### src/rtl/fifo_drv_pkg.sv
`default_nettype none
// ============================================================================
// Module      : fifo_drv_pkg
// Description : Shared defaults, instruction-word layout and state types for
//               the FIFO instruction-port driver.
// Revision    : 1.0 - initial release
// ============================================================================
package fifo_drv_pkg;

    localparam int DEF_DATA_WIDTH      = 8;
    localparam int DEF_ADDR_WIDTH      = 3;
    localparam int DEF_MAX_OUTSTANDING = 4;

    // Instruction word is {WE, RE, DI}
    localparam int INST_W  = DEF_DATA_WIDTH + 2;
    localparam int INST_WE = DEF_DATA_WIDTH + 1;
    localparam int INST_RE = DEF_DATA_WIDTH;

    // Drain sequencing: normal issue, flush drain, wait for in-flight reads
    typedef enum logic [1:0] {
        ISSUE = 2'd0,
        DRAIN = 2'd1,
        WAIT  = 2'd2
    } drv_state_t;

    // Side that won the most recent accepted transfer
    typedef enum logic {
        GRANT_READ  = 1'b0,
        GRANT_WRITE = 1'b1
    } grant_t;

endpackage : fifo_drv_pkg
`default_nettype wire

### src/rtl/fifo_drv_tagq.sv
`default_nettype none
// ============================================================================
// Module      : fifo_drv_tagq
// Description : Small shift queue of 1-bit drain tags, one per outstanding
//               read. Push on read issue, pop on returned read data. The head
//               tag tells whether the returning data is forwarded.
// Revision    : 1.0 - initial release
// ============================================================================
module fifo_drv_tagq #(
    parameter int DEPTH = 4,
    parameter int CNT_W = $clog2(DEPTH + 1)
) (
    input  logic             clk,
    input  logic             rstn,
    input  logic             i_push,
    input  logic             i_push_tag,
    input  logic             i_pop,
    output logic [CNT_W-1:0] o_count,
    output logic             o_head_tag
);

    localparam logic [CNT_W-1:0] C_DEPTH = CNT_W'(DEPTH);
    localparam logic [CNT_W-1:0] C_ONE   = CNT_W'(1);

    logic [DEPTH-1:0] tags_q, tags_d;
    logic [CNT_W-1:0] cnt_q, cnt_d;
    logic             w_pop;
    logic             w_push;
    logic [CNT_W-1:0] w_slot;

    // Never pop an empty queue; a push into a full queue is only legal with a pop
    assign w_pop  = i_pop && (cnt_q != '0);
    assign w_push = i_push && ((cnt_q != C_DEPTH) || w_pop);
    assign w_slot = w_pop ? (cnt_q - C_ONE) : cnt_q;

    // Shift toward the head on pop, then drop a new tag into the first free slot
    always_comb begin
        tags_d = tags_q;
        cnt_d  = cnt_q;
        if (w_pop) begin
            tags_d = tags_q >> 1;
        end
        if (w_push) begin
            for (int i = 0; i < DEPTH; i++) begin
                if (CNT_W'(i) == w_slot) begin
                    tags_d[i] = i_push_tag;
                end
            end
        end
        case ({w_push, w_pop})
            2'b10:   cnt_d = cnt_q + C_ONE;
            2'b01:   cnt_d = cnt_q - C_ONE;
            default: cnt_d = cnt_q;
        endcase
    end

    // Queue storage and occupancy
    always_ff @(posedge clk or negedge rstn) begin
        if (!rstn) begin
            tags_q <= '0;
            cnt_q  <= '0;
        end else begin
            tags_q <= tags_d;
            cnt_q  <= cnt_d;
        end
    end

    assign o_count    = cnt_q;
    assign o_head_tag = tags_q[0];

endmodule : fifo_drv_tagq
`default_nettype wire

### src/rtl/fifo_inst_driver.sv
`default_nettype none
// ============================================================================
// Module      : fifo_inst_driver
// Description : Initiator for a single-port-RAM FIFO instruction port. Merges
//               write and read request streams into {WE, RE, DI}, keeps a
//               shadow occupancy so the FIFO never over/underflows, re-times
//               returned data and supports a flush that drains the FIFO.
// Revision    : 1.0 - initial release
// ============================================================================
module fifo_inst_driver
    import fifo_drv_pkg::*;
#(
    parameter int DATA_WIDTH      = DEF_DATA_WIDTH,
    parameter int ADDR_WIDTH      = DEF_ADDR_WIDTH,
    parameter int MAX_OUTSTANDING = DEF_MAX_OUTSTANDING
) (
    input  logic                  clk,
    input  logic                  rstn,
    input  logic                  wr_valid,
    input  logic [DATA_WIDTH-1:0] wr_data,
    output logic                  wr_ready,
    input  logic                  rd_req_valid,
    output logic                  rd_req_ready,
    input  logic                  flush,
    output logic [DATA_WIDTH+1:0] inst,
    input  logic [DATA_WIDTH-1:0] DO,
    input  logic                  read_valid,
    output logic                  rd_data_valid,
    output logic [DATA_WIDTH-1:0] rd_data,
    output logic [ADDR_WIDTH:0]   count,
    output logic                  full,
    output logic                  empty,
    output logic                  busy,
    output logic                  err
);

    localparam int CNT_W = ADDR_WIDTH + 1;
    localparam int OS_W  = $clog2(MAX_OUTSTANDING + 1);

    localparam logic [CNT_W-1:0] C_DEPTH  = CNT_W'(1 << ADDR_WIDTH);
    localparam logic [CNT_W-1:0] C_CNT1   = CNT_W'(1);
    localparam logic [OS_W-1:0]  C_MAX_OS = OS_W'(MAX_OUTSTANDING);

    drv_state_t            state_q, state_d;
    grant_t                last_grant_q, last_grant_d;
    logic [DATA_WIDTH+1:0] inst_q, inst_d;
    logic [CNT_W-1:0]      count_q, count_d;
    logic                  rd_data_valid_q, rd_data_valid_d;
    logic [DATA_WIDTH-1:0] rd_data_q, rd_data_d;
    logic                  err_q, err_d;

    logic [OS_W-1:0]       w_outstanding;
    logic                  w_head_tag;
    logic                  w_full;
    logic                  w_empty;
    logic                  w_os_ok;
    logic                  w_w_elig;
    logic                  w_r_elig;
    logic                  w_grant_w;
    logic                  w_grant_r;
    logic                  w_wr_acc;
    logic                  w_rd_acc;
    logic                  w_drain_rd;
    logic                  w_rd_issue;
    logic                  w_rv_ok;
    logic                  w_rv_err;

    assign w_full  = (count_q == C_DEPTH);
    assign w_empty = (count_q == '0);
    assign w_os_ok = (w_outstanding < C_MAX_OS);

    // Round-robin between the two request streams; the loser of the last
    // accepted transfer wins a tie, a lone eligible requester always wins
    assign w_w_elig  = wr_valid && !w_full;
    assign w_r_elig  = rd_req_valid && !w_empty && w_os_ok;
    assign w_grant_w = w_w_elig && (!w_r_elig || (last_grant_q == GRANT_READ));
    assign w_grant_r = w_r_elig && (!w_w_elig || (last_grant_q == GRANT_WRITE));

    assign wr_ready     = (state_q == ISSUE) && !w_full && w_grant_w;
    assign rd_req_ready = (state_q == ISSUE) && !w_empty && w_os_ok && w_grant_r;

    assign w_wr_acc   = wr_valid && wr_ready;
    assign w_rd_acc   = rd_req_valid && rd_req_ready;
    assign w_drain_rd = (state_q == DRAIN) && !w_empty && w_os_ok;
    assign w_rd_issue = w_rd_acc || w_drain_rd;

    // Returned data with nothing in flight is a protocol error, not a response
    assign w_rv_ok  = read_valid && (w_outstanding != '0);
    assign w_rv_err = read_valid && (w_outstanding == '0);

    fifo_drv_tagq #(
        .DEPTH (MAX_OUTSTANDING),
        .CNT_W (OS_W)
    ) u_tagq (
        .clk        (clk),
        .rstn       (rstn),
        .i_push     (w_rd_issue),
        .i_push_tag (w_drain_rd),
        .i_pop      (w_rv_ok),
        .o_count    (w_outstanding),
        .o_head_tag (w_head_tag)
    );

    // Next instruction, occupancy, response and drain-sequencing state
    always_comb begin
        state_d         = state_q;
        last_grant_d    = last_grant_q;
        inst_d          = {2'b00, inst_q[DATA_WIDTH-1:0]};
        count_d         = count_q;
        rd_data_valid_d = 1'b0;
        rd_data_d       = rd_data_q;
        err_d           = err_q | w_rv_err;

        // Write and read issue are mutually exclusive by construction
        if (w_wr_acc) begin
            inst_d       = {2'b10, wr_data};
            count_d      = count_q + C_CNT1;
            last_grant_d = GRANT_WRITE;
        end else if (w_rd_issue) begin
            inst_d  = {2'b01, inst_q[DATA_WIDTH-1:0]};
            count_d = count_q - C_CNT1;
            if (w_rd_acc) begin
                last_grant_d = GRANT_READ;
            end
        end

        // Drain-tagged responses are swallowed
        if (w_rv_ok && !w_head_tag) begin
            rd_data_valid_d = 1'b1;
            rd_data_d       = DO;
        end

        case (state_q)
            ISSUE:   if (flush) state_d = DRAIN;
            DRAIN:   if (w_empty) state_d = WAIT;
            WAIT:    if (w_outstanding == '0) state_d = ISSUE;
            default: state_d = ISSUE;
        endcase
    end

    // All driver state registers
    always_ff @(posedge clk or negedge rstn) begin
        if (!rstn) begin
            state_q         <= ISSUE;
            last_grant_q    <= GRANT_READ;
            inst_q          <= '0;
            count_q         <= '0;
            rd_data_valid_q <= 1'b0;
            rd_data_q       <= '0;
            err_q           <= 1'b0;
        end else begin
            state_q         <= state_d;
            last_grant_q    <= last_grant_d;
            inst_q          <= inst_d;
            count_q         <= count_d;
            rd_data_valid_q <= rd_data_valid_d;
            rd_data_q       <= rd_data_d;
            err_q           <= err_d;
        end
    end

    assign inst          = inst_q;
    assign count         = count_q;
    assign full          = w_full;
    assign empty         = w_empty;
    assign busy          = (state_q != ISSUE);
    assign rd_data_valid = rd_data_valid_q;
    assign rd_data       = rd_data_q;
    assign err           = err_q;

endmodule : fifo_inst_driver
`default_nettype wire

### config.mk
export PLATFORM = sky130hd
export DESIGN_NAME = fifo_inst_driver
export DESIGN_NICKNAME = d
export VERILOG_FILES = /design/src/rtl/fifo_drv_pkg.sv /design/src/rtl/fifo_drv_tagq.sv /design/src/rtl/fifo_inst_driver.sv
export SDC_FILE = /design/constraint.sdc
export NUM_CORES = 1
export LEC_CHECK = 0
export ABC_AREA = 1
export CAP_MARGIN = 0
export CORE_ASPECT_RATIO = 0.8
export CORE_MARGIN = 4
export CORE_UTILIZATION = 48
export CTS_BUF_LIST = sky130_fd_sc_hd__clkbuf_2
export CTS_CLUSTER_SIZE = 12
export DETAILED_ROUTE_END_ITERATION = 6
export PLACE_DENSITY = 0.82
export SLEW_MARGIN = 15
export SYNTH_ARGS = -nofsm -noshare
export SYNTH_HDL_FRONTEND = slang
export SYNTH_SLANG_ARGS = --single-unit
### constraint.sdc
create_clock -name clk -period 2.6 [get_ports clk]
set_clock_uncertainty 0.15 [all_clocks]
set_input_delay 0.39 -clock clk [delete_from_list [all_inputs] [get_ports clk]]
set_output_delay 0.39 -clock clk [all_outputs]
set_load 0.005 [all_outputs]
==> results of run 1 <==
cell usage after synthesis, drive strengths merged:
master  count
inv        21
or2         1
o21ai      12
xnor2       3
o21bai      1
buf         2
nand3b      2
nand2      86
a21oi       2
nand4       1
mux2        1
xor2        3
dfrtp      34
a31o        1
ha          4
nand3      14
nor2       11
path summary, 6_finish.rpt:
path / to / slack, ps / start / cells past startpoint
max in group asynchronous: count[2] / 1720 / rstn / 2
min in group clk: rd_data[0] / 340 / rd_data[0] / 2
worst min-delay path: rd_data_valid / 230 / rstn / 2
worst max register to register: u_tagq.tags_q[3] / 550 / u_tagq.o_count[0] / 11
worst max-delay path: wr_ready / 170 / count[1] / 6
worst min register to register: rd_data[0] / 340 / rd_data[0] / 2
power by group through the flow:
stage | Combinational, mW | Sequential, mW | Clock [mW]
floorplan | 0.965 | 0.973 | 0
global placement | 1.59 | 0.973 | 0
detailed placement | 1.62 | 0.979 | 0
CTS | 1.64 | 0.970 | 0.245
global route | 1.86 | 1.01 | 0.269
finish | 1.66 | 0.976 | 0.238
sequential cells by signal, indices dropped and copies added (netlist names):
register	count
state_q	2
u_tagq.tags_q	4
last_grant_q	1
rd_data_valid	1
u_tagq.o_count	3
rd_data	8
err	1
inst	10
count	4
final cells by class:
type / count / area (µm²)
fill: 274 / 918
sequential: 34 / 856
multi-input combinational: 142 / 749
timing repair buffer: 54 / 531
inverter: 21 / 81.3
tap: 40 / 50.0
clock buffer: 7 / 35.0
through the flow:
step                setup slack [ps]  hold WS (ps)  utilization (%)  total power, mW
floorplan                        748         -55.6                -             1.94
global placement                 223           304             69.4             2.56
detailed placement               200           307             69.4             2.60
CTS                             64.1           236             70.5             2.86
global route                    16.1           248             71.5             3.15
finish                           175           233             71.5             2.88
worst max-delay path: stages, from the launching register on:
cell,delay (ps)
dfrtp_2,470
nor2_2,160
nand2_2,120
nand3_2,120
nand2_4,80
inv_1,60
clkdlybuf4s50_1,490
what timing repair did:
item                       in CTS  in global routing
setup buffers                   0                  2
resized for setup               0                  7
setup endpoints to repair       0                  2
logic make-up (layout without fill, tap and decap cells):
logic type / count (synthesis) / count (layout) / share of synthesized area (%)
xor gates and xnor gates: 6 / 6 / 3.12
adders and majority gates: 4 / 4 / 2.97
and+or+nand+nor: 115 / 115 / 31.0
muxes: 1 / 1 / 0.891
buffers and inverters: 23 / 82 / 5.79
DFF: 34 / 34 / 50.5
AOI/OAI and AO/OA: 16 / 16 / 5.79
metal layers:
metal | global-route usage, % | vias up | part of all wire (%) | routed length [µm]
li1 | - | 738 | - | -
met1 | 25.4 | 664 | 45 | 1720
met2 | 30.3 | 49 | 45 | 1690
met3 | 6.79 | 7 | 8.1 | 305
met4 | 7.61 | 0 | 1.9 | 72
met5 | 0 | - | 0 | 0
==> impl_metrics.tcl, run 1 <==
set metrics [dict create \
    outcome "completed" \
    clk_latency_ps 380 \
    setup_viol 0 \
    switching_share_pct 41.5 \
    globalRoute.totalOverflow 0 \
    globalplace.congestion 0.831 \
    cts_buffers 5 \
    rsz0062_at_grt "no" \
    io_buffer_count 50 \
    internal-power_mw 1.68 \
    routed_wl_um 3780 \
    seq_power_share_pct 34.0 \
    drive_gt1_share_pct 15.1 \
    cts.sinks 34 \
    tightest_slew_ps 420 \
    route.antenna.remaining_nets 0 \
    cp.required_ps 2060 \
    fin_area_um2 2300 \
    slew_violations 0 \
    p_sw_mw 1.19 \
    firstDrtPassIters 4 \
    avgSynthCellArea_um2 8.47 \
    synth-seq-cells 34 \
    fmax_mhz 412 \
    pwr-share-clk_pct 8.3 \
    drcViolationCount 0 \
    wl_per_cell_um 12.7 \
    syn_area_um2 1690 \
    hold_class "in2async" \
    num-nets-final 284 \
    fin_cells 298 \
    grt_antenna_before_repair 0 \
    initial_utilization_pct 52.3 \
    yosysSeqAreaShare_pct 50.5 \
    grt_usage_pct 19.5 \
    ir_drop_mv 0.801 \
    final_common_cell "nand2_1" \
    dp.cells 289 \
    grt_max_degree 35 \
    crit_arrival_ps 1890 \
    setup_tns_ps 0 \
    cts_max_path_buffers 2 \
    synthCells 199 \
    synth.top_cell.area_share_pct 50.5 \
    crit_fanout 6 \
    leakage_nw 1.17 \
    io-pin-count 51 \
    dp_hpwl_um 2740 \
    fin_crit_ps 2430 \
    vias 1458 \
    slew_headroom_pct 72.0 \
    synth_area_leaders "dfrtp_1 (50%), nand2_1 (17%), inv_1 (4.2%), nand3_1 (3.9%), ha_1 (3.0%)" \
    cts_tree "yes" \
    power_density_nw_per_um2 1250 \
    clk_pin_slew_worst_paths_ps 180 \
    root_buffer "clkbuf_2" \
    placed_area_um2 2230 \
    finalHoldViolations 0 \
    die_w_um 74.3 \
    crit_type "reg2out" \
    setup.worst_path.end_class "output port" \
    antenna_cells 0 \
    area_delta_synth_final_pct 36.6 \
    fp-row-count 18 \
    post-route-period-util_pct 93.3 \
    p_comb_share_pct 57.8 \
    dieArea_um2 4530 \
    cp-start-kind "flop" \
    syn_nets 225 \
    layout.cells.most_common_list "nand2_1 (78), clkdlybuf4s50_1 (50), dfrtp_1 (30), inv_1 (19), nand3_1 (12)" \
    h-tree-depth 2 \
    yosysWarningCount 0 \
    grt_first_pass_wirelength_um 6570 \
    core_area_um2 3220 \
    synth.distinct_cells 27 \
    synth_top_area_cell "dfrtp_1" \
    drt_iter0_markers 112 \
    dieHeight_um 61 \
    grt_pass1_vias 1431 \
    holdBufCountCts 0 \
    drv_cap 0 \
    vias_per_cell 4.89 \
]
(Power assumes the default switching activity.)
==> run 2: changes to the inputs <==
--- a/config.mk
+++ b/config.mk
@@ -13,6 +13,7 @@
 export CTS_BUF_LIST = sky130_fd_sc_hd__clkbuf_2
 export CTS_CLUSTER_SIZE = 12
 export DETAILED_ROUTE_END_ITERATION = 6
+export MAX_ROUTING_LAYER = met4
 export PLACE_DENSITY = 0.82
 export SLEW_MARGIN = 15
 export SYNTH_ARGS = -nofsm -noshare
==> run 2 against run 1 <==
  * Utilization unchanged
  * Fmax grew 0.16%
  * Routed wire length decreased by 0.21%
  * Sequential cell count is the same
  * Sequential power hardly changed
  * Clock power barely moved
  * Critical path depth unchanged
  * Global-route usage up 0.64 points
  * Via count fell by 0.89%
  * Cell area unchanged
  * Critical path type unchanged
==> impl_metrics.tcl, run 2 (synthesized netlist as in run 1, its figures left out) <==
set metrics [dict create \
    setup.worst_path.end_class "output port" \
    globalplace.congestion 0.843 \
    tightest_slew_ps 420 \
    fin_crit_ps 2420 \
    h-tree-depth 2 \
    largest_reg_flops 10 \
    drive_gt1_share_pct 15.1 \
    drcViolationCount 0 \
    io-pin-count 51 \
    grt_first_pass_wirelength_um 6570 \
    cp.required_ps 2060 \
    firstDrtPassIters 4 \
    dp_hpwl_um 2740 \
    root_buffer "clkbuf_2" \
    cts_tree "yes" \
    wl_per_cell_um 12.7 \
    grt_max_degree 35 \
    dieHeight_um 61 \
    dieArea_um2 4530 \
    outcome "completed" \
    globalRoute.totalOverflow 0 \
    holdBufCountCts 0 \
    cp-start-kind "flop" \
    antenna_cells 0 \
    crit_type "reg2out" \
    fp-row-count 18 \
    power_density_nw_per_um2 1250 \
    crit_fanout 6 \
    rsz0062_at_grt "no" \
    area_delta_synth_final_pct 36.6 \
    reg2reg_slack_ps 550 \
    initial_utilization_pct 52.3 \
    finalHoldViolations 0 \
    grt_usage_pct 20.2 \
    slew_violations 0 \
    ir_drop_mv 0.801 \
    holdWs_ps 236 \
    drt_iter0_markers 112 \
    clk_latency_ps 380 \
    setup_viol 0 \
    vias 1445 \
    core_area_um2 3220 \
    hold_class "in2async" \
    crit_arrival_ps 1880 \
    die_w_um 74.3 \
    final_common_cell "nand2_1" \
    routed_wl_um 3770 \
    cts.sinks 34 \
    cts_buffers 5 \
    layout.cells.most_common_list "nand2_1 (78), clkdlybuf4s50_1 (50), dfrtp_1 (30), inv_1 (19), nand3_1 (12)" \
    cts_max_path_buffers 2 \
    fmax_mhz 413 \
    route.antenna.remaining_nets 0 \
    clk_pin_slew_worst_paths_ps 180 \
    setup_tns_ps 0 \
    num-nets-final 284 \
    grt_antenna_before_repair 0 \
    grt_pass1_vias 1431 \
    post-route-period-util_pct 93.1 \
    drv_cap 0 \
    leakage_nw 1.17 \
    io_buffer_count 50 \
    vias_per_cell 4.85 \
    slew_headroom_pct 72.0 \
]
run 2: cell counts in the layout (fill, tap and decap cells not counted):
No cell type changed its count.
run 2: worst paths after layout:
kind | start | end | cells after the start
setup / recovery | count[1] | wr_ready | 6
hold / removal | rstn | rd_data_valid | 2
setup reg to reg | u_tagq.o_count[0] | u_tagq.tags_q[3] | 11
hold reg to reg | rd_data[0] | rd_data[0] | 2
max in group asynchronous | rstn | count[2] | 2
min in group clk | rd_data[0] | rd_data[0] | 2
run 2: final cells by class:
class | count | area [µm²]
Fill cell | 274 | 918
Sequential cell | 34 | 856
Multi-Input combinational cell | 142 | 749
Timing Repair Buffer | 54 | 531
Inverter | 21 | 81.3
Tap cell | 40 | 50.0
Clock buffer | 7 | 35.0
run 2: routing by layer:
metal / part of all wire, % / global-route usage, %
met3: 7.8 / 5.79
met2: 44 / 30.3
met1: 46 / 26.0
met5: 0 / -
met4: 1.4 / 7.61
run 2: report_power, final:
part | internal, mW | switching (mW) | total [mW]
combinational | 0.818 | 0.844 | 1.66
clock | 0.0700 | 0.166 | 0.237
sequential | 0.794 | 0.182 | 0.976
run 2: repair_timing:
action / CTS / global route
setup endpoints to repair: 0 / 2
endpoints found under the hold margin: 0 / 0
resized for setup: 0 / 7
setup buffers: 0 / 2
run 2: per-stage QoR:
stage | cell area (µm²) | cells | util (%) | setup WS (ps) | total power, mW
2_1_floorplan | 1690 | 199 | - | 748 | 1.94
3_3_place_gp | 2230 | 289 | 69.4 | 223 | 2.56
3_5_place_dp | 2230 | 289 | 69.4 | 200 | 2.60
4_1_cts | 2270 | 296 | 70.5 | 64.1 | 2.86
5_1_grt | 2300 | 298 | 71.5 | 16.1 | 3.15
6_report | 2300 | 298 | 71.5 | 178 | 2.87
run 2: worst max-delay path, stage by stage, from the launching register on:
cell             delay, ps
dfrtp_2                470
nor2_2                 160
nand2_2                120
nand3_2                120
nand2_4                 80
inv_1                   60
clkdlybuf4s50_1        490
==> run 3: changes to the inputs <==
--- a/config.mk
+++ b/config.mk
@@ -10,7 +10,7 @@
 export CORE_ASPECT_RATIO = 0.8
 export CORE_MARGIN = 4
 export CORE_UTILIZATION = 48
-export CTS_BUF_LIST = sky130_fd_sc_hd__clkbuf_2
+export CTS_BUF_LIST = sky130_fd_sc_hd__clkbuf_4
 export CTS_CLUSTER_SIZE = 12
 export DETAILED_ROUTE_END_ITERATION = 6
 export MAX_ROUTING_LAYER = met4
==> run 3 against run 2 <==
  * Sequential power hardly changed
  * Power rose by 0.60%
  * Worst hold slack better by 61 ps
  * Die area unchanged
  * Highest routed layer unchanged
==> impl_metrics.tcl, run 3 (synthesized netlist as in run 1, its figures left out) <==
set metrics [dict create \
    holdBufCountCts 0 \
    path_common_cell "nand2_2" \
    globalplace.congestion 0.843 \
    p_sw_mw 1.18 \
    grt_util_met2_pct 30.1 \
    grt_antenna_before_repair 0 \
    cts.sinks 34 \
    outcome "completed" \
    initial_utilization_pct 52.3 \
    antenna_cells 0 \
    io-pin-count 51 \
    clk_latency_ps 340 \
    h-tree-depth 2 \
    use_met1_pct 26.1 \
    cp-start-kind "flop" \
    slew_violations 0 \
    clk_pin_slew_worst_paths_ps 100 \
    p_comb_share_pct 56.4 \
    fillers 277 \
    crit_fanout 6 \
    wl_per_cell_um 12.7 \
    dieArea_um2 4530 \
    crit_type "reg2out" \
    cp_cell_sequence "nor2_2, nand2_2, nand3_1, nand2_2, inv_1, clkdlybuf4s50_1" \
    finalHoldViolations 0 \
    dp.cells 289 \
    cp-startpoint "count[0]" \
    leakage_nw 1.16 \
    root_buffer "clkbuf_4" \
    layout.cells.most_common_list "nand2_1 (78), clkdlybuf4s50_1 (50), dfrtp_1 (33), inv_1 (19), nand3_1 (13)" \
    cpPeakStageDelay_ps 500 \
    setup_viol 0 \
    reg2reg_from "u_tagq.o_count[0]" \
    drive_gt1_share_pct 12.5 \
    layout_setup_ws_ps 149 \
    crit_arrival_ps 1910 \
    grt_usage_pct 20.0 \
    dieHeight_um 61 \
    fin_crit_ps 2450 \
    grt_max_degree 35 \
    setup.worst_path.end_class "output port" \
    drt_iter0_markers 112 \
    tightest_slew_ps 422 \
    globalRoute.totalOverflow 0 \
    rr_endpoint "u_tagq.tags_q[3]" \
    drcViolationCount 0 \
    cp.required_ps 2060 \
    fmax_mhz 408 \
    largest_reg_flops 10 \
    grt_busiest_layer "met2" \
    ir_drop_mv 0.807 \
    hold_class "in2async" \
    cts_tree "yes" \
    vias_per_cell 4.86 \
    crit_end "wr_ready" \
    io_buffer_count 50 \
    post-route-period-util_pct 94.3 \
    firstDrtPassIters 4 \
    cts_buffers 5 \
    place_ws_ps 200 \
    cts_max_path_buffers 2 \
    slew_headroom_pct 71.8 \
    ff2ff_path_depth 11 \
    final_util_pct 71.1 \
    fin_cells 296 \
    path_delay_family "buffers and inverters" \
    route.antenna.remaining_nets 0 \
    area_delta_synth_final_pct 35.8 \
    seq_power_share_pct 33.7 \
    path_depth 6 \
    post_cts_resized 0 \
    routed_wl_um 3760 \
    drv_cap 0 \
    cts_setup_buffers 0 \
    grt_pass1_vias 1420 \
    die_w_um 74.3 \
    worst-path-buf-inv 2 \
    setup_tns_ps 0 \
    internal-power_mw 1.71 \
    grt_first_pass_wirelength_um 6530 \
    fp-row-count 18 \
    vias 1439 \
    dp_hpwl_um 2740 \
    power_density_nw_per_um2 1260 \
    final_common_cell "nand2_1" \
    reg2reg_slack_ps 550 \
    grt.met3_usage_pct 5.79 \
    pwr-share-clk_pct 10.0 \
    num-nets-final 282 \
    switching_share_pct 40.9 \
    rsz0062_at_grt "no" \
    core_area_um2 3220 \
    crit_path_top_delay_cell "clkdlybuf4s50_1" \
]
==> run 3: layer usage <==
metal / vias up / share of wire, %
met1: 657 / 47
met2: 44 / 44
li1: 732 / -
met4: 0 / 1.5
met3: 6 / 7.0
met5: - / 0
==> run 3: layout make-up <==
cell class                      instances  area (µm²)  area share (%)
Inverter                               21        81.3            3.55
Timing Repair Buffer                   52         515            22.5
Multi-Input combinational cell        142         737            32.2
Clock buffer                            7        52.6            2.30
Tap cell                               40        50.0            2.19
Sequential cell                        34         852            37.2
==> run 3: how the worst min path moves through the flow <==
stage                from       endpoint  slack, ps  depth (start not counted)
2_1_floorplan        rstn       count[0]        -60                          0
3_3_place_gp   rd_data[7]     rd_data[7]        300                          2
3_5_place_dp   rd_data[5]     rd_data[5]        310                          2
4_1_cts              rstn  rd_data_valid        300                          2
5_1_grt              rstn            err        330                          2
6_report             rstn  rd_data_valid        300                          2
==> run 3: through the flow <==
stage	hold slack, ps	power [mW]	area, µm²
floorplan	-55.6	1.94	1690
global placement	304	2.56	2230
detailed placement	307	2.60	2230
CTS	304	2.91	2290
global route	332	3.16	2290
finish	297	2.89	2290
==> run 3: power by group through the flow <==
| stage | Combinational (mW) | Sequential (mW) | Clock [mW] |
|---|---|---|---|
| floorplan | 0.965 | 0.973 | 0 |
| global placement | 1.59 | 0.973 | 0 |
| detailed placement | 1.62 | 0.979 | 0 |
| CTS | 1.64 | 0.972 | 0.297 |
| global route | 1.83 | 1.01 | 0.320 |
| finish | 1.63 | 0.973 | 0.288 |
